**src/rtl/pattern_editor.sv**
```systemverilog
// Front-panel step editor with per-drum shadow patterns and a commit handshake into the sequencer bank.
// Optional COMMIT_ALL_EN: one commit loads every drum 0..DRUM_COUNT-1 in sequence.
module pattern_editor #(
  parameter int PATTERN_WIDTH    = 16,
  parameter int DRUM_COUNT       = 5,
  parameter int DRUM_COUNT_WIDTH = 3,
  parameter int CURSOR_WIDTH     = 4,
  parameter int STROBE_CYCLES    = 1
) (
  input  logic                        clk,
  input  logic                        rst,
  input  logic                        btn_left_i,
  input  logic                        btn_right_i,
  input  logic                        btn_toggle_i,
  input  logic                        btn_clear_i,
  input  logic                        btn_drum_i,
  input  logic                        btn_commit_i,
  output logic [PATTERN_WIDTH-1:0]    pattern_o,
  output logic [DRUM_COUNT_WIDTH-1:0] sel_o,
  output logic                        en_o_n,
  output logic [CURSOR_WIDTH-1:0]     cursor_o,
  output logic [DRUM_COUNT_WIDTH-1:0] drum_o,
  output logic                        busy_o,
  output logic [DRUM_COUNT-1:0]       dirty_o
);

  typedef enum logic [1:0] {IDLE, SETUP, STROBE, HOLD} state_t;

  localparam int CNT_W = (STROBE_CYCLES > 1) ? $clog2(STROBE_CYCLES) : 1;
  localparam logic [CURSOR_WIDTH-1:0]     CURSOR_MAX = CURSOR_WIDTH'(PATTERN_WIDTH - 1);
  localparam logic [DRUM_COUNT_WIDTH-1:0] DRUM_MAX   = DRUM_COUNT_WIDTH'(DRUM_COUNT - 1);
  localparam logic [CNT_W-1:0]            CNT_MAX    = CNT_W'(STROBE_CYCLES - 1);

  localparam int B_LEFT   = 0;
  localparam int B_RIGHT  = 1;
  localparam int B_TOGGLE = 2;
  localparam int B_CLEAR  = 3;
  localparam int B_DRUM   = 4;
  localparam int B_COMMIT = 5;

  state_t                      state, state_next;
  logic [DRUM_COUNT_WIDTH-1:0] target, target_next;
  logic [CNT_W-1:0]            cnt, cnt_next;
  logic [PATTERN_WIDTH-1:0]    shadow      [DRUM_COUNT];
  logic [PATTERN_WIDTH-1:0]    shadow_next [DRUM_COUNT];
  logic [5:0]                  btn, btn_prev, press;

  logic [CURSOR_WIDTH-1:0]     cursor_next;
  logic [DRUM_COUNT_WIDTH-1:0] drum_next, sel_next;
  logic [DRUM_COUNT-1:0]       dirty_next;
  logic [PATTERN_WIDTH-1:0]    pattern_next;
  logic                        en_n_next, busy_next;

  assign btn   = {btn_commit_i, btn_drum_i, btn_clear_i, btn_toggle_i, btn_right_i, btn_left_i};
  assign press = btn & ~btn_prev;

  always_comb begin
    state_next  = state;
    target_next = target;
    cnt_next    = cnt;
    shadow_next = shadow;
    cursor_next = cursor_o;
    drum_next   = drum_o;
    dirty_next  = dirty_o;

    case (state)
      IDLE: begin
        if (press[B_RIGHT] && !press[B_LEFT])
          cursor_next = (cursor_o == CURSOR_MAX) ? '0 : cursor_o + 1'b1;
        else if (press[B_LEFT] && !press[B_RIGHT])
          cursor_next = (cursor_o == '0) ? CURSOR_MAX : cursor_o - 1'b1;

        if (press[B_DRUM])
          drum_next = (drum_o == DRUM_MAX) ? '0 : drum_o + 1'b1;

        if (press[B_COMMIT]) begin
          state_next = SETUP;
`ifdef COMMIT_ALL_EN
          target_next = '0;
`else
          target_next = drum_o;
`endif
        end else if (press[B_CLEAR]) begin
          shadow_next[drum_o] = '0;
          dirty_next[drum_o]  = 1'b1;
        end else if (press[B_TOGGLE]) begin
          shadow_next[drum_o][cursor_o] = ~shadow[drum_o][cursor_o];
          dirty_next[drum_o]            = 1'b1;
        end
      end

      SETUP: begin
        state_next = STROBE;
        cnt_next   = '0;
      end

      STROBE: begin
        if (cnt == CNT_MAX) state_next = HOLD;
        else                cnt_next   = cnt + 1'b1;
      end

      HOLD: begin
        dirty_next[target] = 1'b0;
`ifdef COMMIT_ALL_EN
        if (target == DRUM_MAX) begin
          state_next = IDLE;
        end else begin
          state_next  = SETUP;
          target_next = target + 1'b1;
        end
`else
        state_next = IDLE;
`endif
      end

      default: state_next = IDLE;
    endcase

    // Outputs are registered from next-state values so they line up with the state they describe.
    pattern_next = shadow_next[drum_next];
    sel_next     = drum_next;
    en_n_next    = 1'b1;
    busy_next    = (state_next != IDLE);
    if (state_next != IDLE) begin
      pattern_next = shadow[target_next];
      sel_next     = target_next;
    end
    if (state_next == STROBE) en_n_next = 1'b0;
  end

  always_ff @(posedge clk) begin
    btn_prev <= btn;
    if (rst) begin
      state     <= IDLE;
      target    <= '0;
      cnt       <= '0;
      for (int unsigned d = 0; d < DRUM_COUNT; d++) shadow[d] <= '0;
      cursor_o  <= '0;
      drum_o    <= '0;
      dirty_o   <= '0;
      pattern_o <= '0;
      sel_o     <= '0;
      en_o_n    <= 1'b1;
      busy_o    <= 1'b0;
    end else begin
      state     <= state_next;
      target    <= target_next;
      cnt       <= cnt_next;
      shadow    <= shadow_next;
      cursor_o  <= cursor_next;
      drum_o    <= drum_next;
      dirty_o   <= dirty_next;
      pattern_o <= pattern_next;
      sel_o     <= sel_next;
      en_o_n    <= en_n_next;
      busy_o    <= busy_next;
    end
  end

endmodule

```
**config.mk**
```make
export PLATFORM = sky130hd
export DESIGN_NAME = pattern_editor
export DESIGN_NICKNAME = d
export VERILOG_FILES = /design/src/rtl/pattern_editor.sv
export SDC_FILE = /design/constraint.sdc
export NUM_CORES = 1
export LEC_CHECK = 0
export BUFFER_PORTS_ARGS = -buffer_cell sky130_fd_sc_hd__buf_2
export CAP_MARGIN = 20
export CORE_MARGIN = 2
export CORE_UTILIZATION = 40
export CTS_BUF_LIST = sky130_fd_sc_hd__clkbuf_4 sky130_fd_sc_hd__clkbuf_8
export DETAILED_ROUTE_END_ITERATION = 10
export SYNTH_ARGS = -nofsm -noshare
export SYNTH_HDL_FRONTEND = slang
export SYNTH_SLANG_ARGS = --single-unit
```
**constraint.sdc**
```tcl
create_clock -name clk -period 3.3 [get_ports clk]
set_clock_uncertainty 0.15 [all_clocks]
set_input_delay 0.165 -clock clk [delete_from_list [all_inputs] [get_ports clk]]
set_output_delay 0.165 -clock clk [all_outputs]
set_load 0.01 [all_outputs]
```
# == Yosys cells after proc, flatten, opt, wreduce, memory -nomap -nowiden ==
# Cells that the tools add are included.
# W data, S select, Z words.
# op_classes
add_sub_neg,4
n_lt_le_gt_ge,10
eq_ne,8
n_mux,47
n_bitwise,11
n_reduce_logical,16
# op_table
cell,n
$mux W80,4
$bmux W16 S3,3
$mux W16,9
$demux W16 S3,2
$and A80 B80 Y80,1
$bwmux W80,1
$not A80 Y80,1
$mux W3,6
$mux W4,4
$mux W5,3
$ge A4 B4 Y1 const B,3
$not A3 Y4,3
$pmux W5 S2,1
$lt A3 B4 Y1 const B,2
$pmux W2 S4,1
$reduce_bool A2 Y1,4
$and A6 B6 Y6,1
$demux W1 S3,2
$eq A2 B2 Y1 const B,3
$ge A3 B1 Y1 const B,2
$logic_and A1 B1 Y1,6
$mux W1,6
$not A6 Y6,1
$and A5 B5 Y5,1
other kinds (24),26
# word_totals
register_bits,125
in_bits,8
out_inout_bits,33

# == Longest topological paths before layout ==
# logic_depth
depth_word,16
mapped_depth,12
ltp_nobuf,9

# == Worst setup path after synthesis ==
# OpenSTA, ideal clock, no wires.
# synth_path
path_kind,register to register
from,reg drum_o[0]
to,reg pattern_o[7]
arrival_time_ns,2.495
path_slack_ns,0.551
path_stages_with_launch,11
n_path_buf,3
path_cell_list,dfxtp_1 buf_6 buf_4 inv_1 ha_1 mux2_2 buf_2 nor3_2 o21a_1 a311oi_1 a2111oi_2
# synth_between
elab_chain_len,16
word_cells_on_any_way,37
cone_classes,add/sub: 1; order compare: 2; eq/ne: 1; mux: 26; bitwise: 6; reduce/logical: 1
# synth_rtl
element,line,source
"start, declared",22,"output logic [DRUM_COUNT_WIDTH-1:0] drum_o,"
"start signal, assigned",151,drum_o <= drum_next;
$not A3 Y4,"84, 87",
$bmux W16 S3,87,shadow_next[drum_o][cursor_o] = ~shadow[drum_o][cursor_o];
$mux W16 (implied by the code) (2 in a row),87,
$bmux W1 S4,87,
$mux W1 (implied by the code),87,
$not A1 Y1,87,
$bwmux W80,87,
$mux W80,86,end else if (press[B_TOGGLE]) begin
$mux W80,83,end else if (press[B_CLEAR]) begin
$mux W80,76,if (press[B_COMMIT]) begin
$mux W80,66,case (state)
$bmux W16 S3,120,pattern_next = shadow_next[drum_next];
$mux W16 (implied by the code) (2 in a row),120,
$mux W16 *,124,if (state_next != IDLE) begin
"end signal, assigned",153,pattern_o <= pattern_next;
"end, declared",18,"output logic [PATTERN_WIDTH-1:0] pattern_o,"
# Mark *: on every way between the ends. The rest lies on a longest branch, timed or not. The select of a mux whose other input is x is not followed.
# A chain may end at the register's enable or synchronous reset.

# == Worst setup path after layout ==
# layout_path
from,reg state[0]
to,reg pattern_o[10]
# layout_between
elab_chain_len,7
word_cells_on_any_way,20
cone_classes,eq/ne: 3; mux: 13; bitwise: 2; reduce/logical: 2
# layout_rtl
element,line,source
"start, declared",41,"state_t state, state_next;"
"start signal, assigned",146,state <= state_next;
$logic_not A2 Y1,66,
$mux W3,66,
"$not A3 Y4, on equally long branches","120, 125",
"$bmux W16 S3, on equally long branches","120, 125",
"$mux W16, on equally long branches (2 in a row)","120, 125",
$mux W16 *,124,
# Marks and branches as above.

==> metrics.md <==
| Metric | Value |
|---|---|
| Die width | 156 um |
| Number of synthesized register bits | 124 |
| Commonest non-fill, non-tap cell in the layout | a21oi_1 |
| Number of antenna-violating nets in the routed design | 0 |
| Number of synthesized flops with an enable pin | 0 |
| Via count | 10,081 |
| Tot GR Track Use | 30.3% |
| Main synth FF type | dfxtp_1 |
| Worst Tran Pin Value | 1.15 ns |
| WHS | 0.0446 ns |
| Total Die Area | 24,200 um^2 |
| DRT iter0 DRCs | 1,193 |
| Max IR drop VDD | 0.000287 V |
| Critical Path RT | 3.50 ns |
| Max Cap Viol | 0 |
| Via/cell ratio | 6.70 |
| CTS Root Cell | clkbuf_8 |
| Initial antenna violation count | 0 |
| CP endpoint kind | register |
| Multi-input gate area | 6120 um^2 |
| Max Root-Sink Buffers | 2 |
| WL/cell | 24.6 um |
| Slew Viols, Final | 0 |
| Clk Latency, worst-skew pair | 0.48 ns |
| DP HPWL | 26,400 um |
| Final setup fails | 0 |
| Area leader, netlist | dfxtp_1 |
| Mapped Nets | 1,177 |
| Layout cells sized above 1 | 22.2% |
| Yosys warns | 0 |
| Top-area cell type share of the netlist area | 27.0% |
| RSZ-0062 raised after global routing | false |
| CP Class | reg -> reg |
| Vias in the first global route | 9,451 |
| CP Max Fanout | 7 |
| DP Cell Count | 1,466 |
| Worst Setup Start Kind | register |
| Fin. Hold Viols | 0 |
| Layout area overhead | 13.5% |
| Netlist cell types | 90 |
| DRT Pass-1 Iters | 8 |
| N_diodes | 0 |
| Starting Density | 40.7% |
| Chip height | 156 um |
| CTS tree | yes |
| CTS Sinks | 124 |
| # fillers | 2,307 |
| CP arrival | 3.39 ns |
| Most frequent cells in the layout | a21oi_1, dfxtp_1, o21ai_0, nor2_1, buf_4 |
| Sequential-to-total area share from yosys stat | 27.0% |
| Part of the cycle the worst path needs | 96.5% |
| DRC viols | 0 |
| Detailed Route WL | 37,000 um |
| Final setup TNS | 0 ns |
| Tmin final | 3.18 ns |
| Io pins | 41 |
| Post-Syn Instances | 1,156 |
| Hold Path Class | in -> reg |
| Port Buf Inserts | 40 |
| First-pass GRT wire length | 56,000 um |
| Lkg Pwr | 3.72 nW |
| Power Density | 713 nW/um^2 |
| Core footprint | 22,600 um^2 |
| Synth area leaders | dfxtp_1, a21oi_1, o21ai_0 |
| GP Congestion | 0.987 |
| Num rows | 55 |
| Synth Area per Inst | 7.96 um^2 |
| Largest net degree at the start of global routing | 55 |
| Mapped Area | 9200 um^2 |
| Fin nets | 1,227 |
| H-tree Lvls | 4 |
| Slew headroom | 22.7% |
| Layout Cells excl Fill | 1,504 |
| Storage element area | 2490 um^2 |
| Cts bufs inserted | 17 |
| Fmax | 314 MHz |
| Clock slew at reported path FFs | 0.08 ns |
| Status | finished, final reports clean |
| Async SR Flop Fraction | 0% |
| Overflow after GRT | 0 |
power breakdown:
group          switching [W]  total, W  internal (W)  leakage [nW]
logic                0.00270   0.00407       0.00138          2.48
clock network       0.000749   0.00166      0.000911         0.224
registers          0.0000950   0.00171       0.00161          1.01
worst max-delay path, cell delays in order, from the launching register on:
cell       delay [ns]
dfxtp_1          0.33
inv_1            0.12
ha_1             0.18
nand3b_1         0.24
and2_2           0.35
o21ai_0          0.91
o22ai_1          0.24
a2111oi_2        0.40
a2111oi_2        0.12
stage by stage:
stage	cell area [um^2]	total power, W	setup WS [ns]	utilization, %
CTS	10400	0.00731	0.153	46.3
floorplan	9200	0.00423	0.551	-
global route	10400	0.00781	0.0200	46.3
detailed placement	9910	0.00566	0.187	43.9
finish	10400	0.00744	0.115	46.3
global placement	9910	0.00564	0.150	43.9
flip-flops by register name, summed over array words and instances, names as in the netlist:
name and cells:
cursor_o 4, dirty_o 5, busy_o 1, target 3
shadow 80, sel_o 3, btn_prev 6, drum_o 3
pattern_o 16, state 2, en_o_n 1
metal layers:
layer	track usage [%]	share of wire, %	up-vias
met5	0	0	-
met3	7.06	11	140
li1	-	-	4446
met4	18.0	5.7	0
met1	39.9	40	4824
met2	45.3	43	671
final timing paths:
path / cells past startpoint / end / slack (ns) / start
setup / recovery: 8 / pattern_o[10]$_SDFF_PP0_ / 0.12 / state[0]$_SDFF_PP0_
hold / removal: 2 / state[1]$_SDFF_PP0_ / 0.04 / rst
setup reg to reg: 8 / pattern_o[10]$_SDFF_PP0_ / 0.12 / state[0]$_SDFF_PP0_
hold reg to reg: 2 / shadow[31]$_SDFF_PP0_ / 0.36 / shadow[31]$_SDFF_PP0_
logic make-up after synthesis:
logic type	share of synthesized area, %
AOI/OAI and AO/OA	33.2
and+or+nand+nor	24.4
muxes	6.76
buffers and inverters	6.69
adders and majority gates	1.77
xor gates and xnor gates	0.0952
DFF	27.0
layout make-up:
cell class	instances	area share, %
Multi-Input combinational cell	914	58.6
Clock buffer	17	2.24
Inverter	14	0.503
Timing Repair Buffer	135	9.15
Clock inverter	15	2.24
Tap cell	285	3.41
Sequential cell	124	23.8
cells in the mapped netlist, types with 9 or more instances:
cell type,count
a211oi_1,14
a21oi_1,140
a221oi_1,19
a22oi_1,14
a31oi_1,10
and2_1,10
and3_1,12
buf_2,27
buf_4,11
buf_6,13
clkbuf_1,47
dfxtp_1,124
ha_1,13
inv_1,13
mux2_2,17
mux2i_1,18
nand2_1,82
nand2b_1,27
nand3_1,42
nand3b_1,22
nor2_1,105
nor2b_1,21
nor3_1,16
o21a_1,9
o21ai_0,105
o21ai_1,18
o221ai_1,10
o31ai_1,19
or3b_2,9
what timing repair did:
item                                    in CTS  in global routing
resized for setup                            0                  1
hold buffers                                 6                  0
endpoints found under the setup margin       0                  2
setup buffers                                0                  0
hold endpoints to repair                     6                  0
Note: power is estimated with default switching activity, not from simulation.
